===== config.mk =====
export PLATFORM = sky130hd
export DESIGN_NAME = daq_frame_packer
export DESIGN_NICKNAME = d
export VERILOG_FILES = /design/src/rtl/daq_frame_packer.sv
export SDC_FILE = /design/constraint.sdc
export NUM_CORES = 1
export LEC_CHECK = 0
export BUFFER_PORTS_ARGS = -buffer_cell sky130_fd_sc_hd__buf_4
export CAP_MARGIN = 20
export CORE_MARGIN = 4
export CORE_UTILIZATION = 30
export CTS_CLUSTER_SIZE = 40
export DETAILED_ROUTE_END_ITERATION = 10
export PLACE_DENSITY = 0.54
export SETUP_SLACK_MARGIN = 0.4
export SYNTH_ARGS = -nofsm -noshare
export SYNTH_HDL_FRONTEND = slang
export SYNTH_SLANG_ARGS = --single-unit

===== constraint.sdc =====
create_clock -name clk -period 2.05 [get_ports clk]
set_clock_uncertainty 0.2 [all_clocks]
set_input_delay 0 -clock clk [delete_from_list [all_inputs] [get_ports clk]]
set_output_delay 0 -clock clk [all_outputs]
set_load 0.05 [all_outputs]

===== src/rtl/daq_frame_packer.sv =====
// Packs a 24-bit sample stream into 32-bit words, one {SYNC, seq} header word per frame.
// Latency: a sample's word is valid the cycle after its handshake; the header costs one stall cycle per frame.
// Backpressure: the output register holds while m_axis_tvalid && !m_axis_tready, and input ready drops with it.
module daq_frame_packer #(
    parameter logic [15:0] SYNC     = 16'hA55A,
    parameter logic [7:0]  PAD_BYTE = 8'h00
) (
    input  logic        clk,
    input  logic        rst_n,
    input  logic        s_axis_tvalid,
    output logic        s_axis_tready,
    input  logic [23:0] s_axis_tdata,
    input  logic        s_axis_tlast,
    output logic        m_axis_tvalid,
    input  logic        m_axis_tready,
    output logic [31:0] m_axis_tdata,
    output logic        m_axis_tlast,
    output logic [15:0] frame_seq,
    output logic        partial_pulse
);

    typedef enum logic [1:0] {
        ST_HDR   = 2'd0,
        ST_PACK  = 2'd1,
        ST_FLUSH = 2'd2
    } state_t;

    state_t      state;
    logic [1:0]  phase;       // number of samples of the current 4-sample group already consumed
    logic [23:0] residue;     // bytes of earlier samples not yet emitted, right-aligned

    logic        out_free;
    logic        accept;
    logic        hdr_load;
    logic        pack_has_word;
    logic [31:0] pack_word;
    logic [23:0] residue_nxt;
    logic [31:0] flush_word;
    logic [15:0] seq_nxt;

    // The output register may take a new word when empty or when its word leaves this cycle
    assign out_free      = !m_axis_tvalid || m_axis_tready;
    assign s_axis_tready = (state == ST_PACK) && out_free;
    assign accept        = s_axis_tvalid && s_axis_tready;
    assign hdr_load      = (state == ST_HDR) && s_axis_tvalid && out_free;

    // Combine the incoming sample with the held residue according to the group phase
    always_comb begin
        pack_has_word = 1'b1;
        pack_word     = '0;
        residue_nxt   = '0;
        case (phase)
            2'd0: begin
                pack_has_word = 1'b0;
                residue_nxt   = s_axis_tdata;
            end
            2'd1: begin
                pack_word   = {s_axis_tdata[7:0], residue[23:0]};
                residue_nxt = {8'h00, s_axis_tdata[23:8]};
            end
            2'd2: begin
                pack_word   = {s_axis_tdata[15:0], residue[15:0]};
                residue_nxt = {16'h0000, s_axis_tdata[23:16]};
            end
            default: begin
                pack_word   = {s_axis_tdata[23:0], residue[7:0]};
                residue_nxt = '0;
            end
        endcase
    end

    // Partial final word: residue right-aligned, unused upper bytes padded
    always_comb begin
        case (phase)
            2'd0:    flush_word = {PAD_BYTE, residue[23:0]};
            2'd1:    flush_word = {PAD_BYTE, PAD_BYTE, residue[15:0]};
            2'd2:    flush_word = {PAD_BYTE, PAD_BYTE, PAD_BYTE, residue[7:0]};
            default: flush_word = {PAD_BYTE, PAD_BYTE, PAD_BYTE, PAD_BYTE};
        endcase
    end

    // The sequence number advances each time a header is loaded, wrapping naturally at 16 bits
    always_comb begin
        seq_nxt = frame_seq;
        if (hdr_load) begin
            seq_nxt = frame_seq + 16'd1;
        end
    end

    // Frame FSM and registered output stage
    always_ff @(posedge clk) begin
        if (!rst_n) begin
            state         <= ST_HDR;
            phase         <= 2'd0;
            residue       <= '0;
            frame_seq     <= '0;
            m_axis_tvalid <= 1'b0;
            m_axis_tdata  <= '0;
            m_axis_tlast  <= 1'b0;
            partial_pulse <= 1'b0;
        end else begin
            frame_seq     <= seq_nxt;
            partial_pulse <= 1'b0;
            if (out_free) begin
                m_axis_tvalid <= 1'b0;
            end
            case (state)
                ST_HDR: begin
                    if (hdr_load) begin
                        m_axis_tvalid <= 1'b1;
                        m_axis_tdata  <= {SYNC, frame_seq};
                        m_axis_tlast  <= 1'b0;
                        state         <= ST_PACK;
                    end
                end
                ST_PACK: begin
                    if (accept) begin
                        residue <= residue_nxt;
                        if (pack_has_word) begin
                            m_axis_tvalid <= 1'b1;
                            m_axis_tdata  <= pack_word;
                            m_axis_tlast  <= s_axis_tlast && (phase == 2'd3);
                        end
                        if (s_axis_tlast) begin
                            if (phase == 2'd3) begin
                                phase <= 2'd0;
                                state <= ST_HDR;
                            end else begin
                                // phase is kept so the flush knows how many residue bytes remain
                                state <= ST_FLUSH;
                            end
                        end else begin
                            phase <= phase + 2'd1;
                        end
                    end
                end
                ST_FLUSH: begin
                    if (out_free) begin
                        m_axis_tvalid <= 1'b1;
                        m_axis_tdata  <= flush_word;
                        m_axis_tlast  <= 1'b1;
                        partial_pulse <= 1'b1;
                        phase         <= 2'd0;
                        residue       <= '0;
                        state         <= ST_HDR;
                    end
                end
                default: begin
                    state <= ST_HDR;
                end
            endcase
        end
    end

endmodule


==> out/qor.yml <==
via_per_inst: 5.70
syn_area_um2: 4020
r2r_slack_ns: 0.07
cts-buffers-inserted: 9
hold_depth: 4
synth_cells: 498
final.setup.tns_ns: 0
worst_pin_slew_ns: 0.610
floorplan.initialDensity_pct: 30.4
critPathLaunchType: "flop"
worstPathCellList: "inv_4, ha_4, nand3b_1, nand2_4, nor2_4, buf_6, buf_12, o221a_4"
setup_viol: 0
multi_input_area_um2: 3170
htree_levels: 3
portBuffers: 80
critPathMaxFanout: 8
nFillCells: 1137
synth_edf_count: 0
min_period_ns: 1.98
rows: 42
grt.overflow.total: 0
min_path_type: "in -> reg"
clk_latency_ns: 0.34
syn_to_final_growth_pct: 81.0
place_ws_ns: -0.0273
grt_pass1_wl_mm: 24.2
crit_path_end_kind: "flop"
rr_worst_depth: 8
fmax_mhz: 504
core_area_um2: 13200
place.gp.congestion: 0.864
synth.top_cell.area_share_pct: 39.4
worstHoldEndpoint: "m_axis_tvalid"
ios: 81
grt_max_degree: 28
ir_drop_uv: 644
status: "finished with violations"
drc: 0
design.die.area_um2: 15300
layout_common_cells: "126 x buf_4, 60 x dfxtp_1, 40 x a21oi_1, 34 x nand2_1, 30 x dlygate4sd3_1"
cts-root-buf: "clkbuf_16"
n_antenna_cell: 0
yosys-mux-area-fraction_pct: 0.249
synth_xor_xnor_area_share_pct: 1.31
async_reset_ff_share_pct: 0
ys.flop_type: "dfxtp_1"
avgRoutedWirePerCell_um: 19.8
postRouteAntennaNets: 0
first_pass_iters: 8
final_common_cell: "buf_4"
critPathKind: "reg -> reg"
cts-hold-fix-buffers: 31
grt_pass1_vias: 4409
violations: "negative hold slack"
fin_hold_ws_ns: -0.0583
critPathMaxStageDelay_ns: 0.37
synth-compound-area-share_pct: 32.3
hp-start: "m_axis_tready"
track_usage_pct: 20.3
synth-seq-cells: 79
slew-limit-headroom_pct: 59.2
nNetsFinal: 701
hold_violations: 1
drtIter0Drc: 381
yosys.area_share.adder_pct: 3.12
vias: 4806
critPathSlowestCell: "dfxtp_4"
post_layout_nonfiller_instances: 843
timing.final.crit_share_pct: 96.7
grt_setup_unrepaired: "true"
slew_viol_final: 0
cts_tree: "built"
critPathRequiredTime_ns: 2.08
cts.sinks: 79
cts_buffer_depth: 2
ys_top_cells_by_area: "dfxtp_1 39%, a21oi_1 7.7%, a22oi_1 6.2%, a211oi_1 5.4%, nand2_1 4.1%"
ys_warn_count: 0
power_density_nw_per_um2: 1340
timing.rr.start: "state[0]"
totalWireLength_mm: 16.7
die_x_um: 124
register_area_um2: 1650
power.leakage_nw: 2.62
dp.cells: 735
hpwlAfterDp_mm: 10.0
worstPathArrival_ns: 2.01
seq_area_frac_synth_pct: 39.4
die_h_um: 124
synth_top_family_by_area: "compound AO/OA/AOI/OAI gates"
clk_pin_slew_ns: 0.06
rr_endpoint: "m_axis_tdata[29]"
avgSynthCellArea_um2: 8.06
utilization_pct: 55.1
maxCapViolations: 0
synth_top_cell_by_area: "dfxtp_1"
yosys.area_share.simple_pct: 18.4
ys_types: 45
synth.net_count: 537
fin_ws_ns: 0.0673
layout-drive-gt1-share_pct: 53.5
antenna_found_initial: 0
state kept, by name (all words and copies together), names as in the netlist:
signal and flops:
m_axis_tdata 32, residue 24, frame_seq 16, phase 2
state 2, m_axis_tlast 1, m_axis_tvalid 1, partial_pulse 1
through the flow:
step                      power (W)  cell area [µm²]  hold slack (ns)
after detailed placement    0.00616             5280           0.0956
final                       0.00972             7270          -0.0583
after global placement      0.00611             5280           0.0936
after floorplan             0.00514             4600          -0.0556
after CTS                   0.00891             6620          -0.0542
after global routing         0.0102             7270          -0.0372
critical path: cells and delay by family, from the launching register on:
family,cells,cell delay (ns)
AOI/OAI and AO/OA,1,0.27
adders and majority gates,1,0.17
buffers and inverters,3,0.35
DFF,1,0.37
and+or+nand+nor,3,0.51
synthesized netlist by cell type, drive strengths merged (2+ instances only):
library cell and instances:
a21oi 62, a222oi 8, a21o 2, xnor2 5, or3 25, ha 10
o21ai 32, a221oi 9, a22oi 33, a211oi 29, nand4 10, nand3b 2
nand2b 3, nand3 14, or4 3, or2 2, nor3 2, nand2 45
o31ai 3, o221a 4, nor2 33, and2 2, nor4 3, inv 12
dfxtp 79, clkbuf 32, buf 10, o22ai 13
worst max path at each step:
stage            startpoint                to  slack, ns  depth (start not counted)
6_report           state[0]  m_axis_tdata[29]       0.07                          8
5_1_grt            state[0]  m_axis_tdata[29]       0.02                          8
4_1_cts            state[0]      frame_seq[7]       0.12                          7
3_5_place_dp       phase[0]   m_axis_tdata[6]      -0.03                          5
3_3_place_gp       phase[0]   m_axis_tdata[7]       0.04                          5
2_1_floorplan  frame_seq[0]     frame_seq[12]       0.13                          6
power breakdown:
group          total, W  switching (W)  internal, W  leakage (nW)
sequential      0.00217       0.000286      0.00188         0.659
combinational   0.00591        0.00332      0.00259          1.82
clock           0.00165       0.000670     0.000979         0.150
total           0.00972        0.00428      0.00544          2.62
kinds of logic after synthesis:
logic type	count (synthesis)
simple gates	149
flops	79
xor+xnor	6
fa+ha+maj	10
compound gates	199
buf+inv	54
mux	1
per-layer routing:
layer	wire length, µm	up-vias	global-route usage, %
met1	6790	2323	26.4
met2	8090	219	32.4
met4	534	0	9.48
met3	1260	45	4.09
li1	-	2219	-
met5	0	-	0
area by class of cell:
cell class / instances / area share [%]
clock buffers: 11 / 3.34
clock inverters: 5 / 0.758
inverters: 12 / 0.792
multi-input cells: 367 / 43.6
flip-flops and latches: 79 / 22.7
well taps: 176 / 3.03
repair buffers: 193 / 25.7
timing repair:
item | CTS | global route
setup buffers | 31 | 19
gates cloned | 5 | 6
pin swaps | 36 | 55
resized for setup | 84 | 79
endpoints found under the hold margin | 42 | 1
endpoints found under the setup margin | 73 | 78
Power figures use the tool's default switching activity.
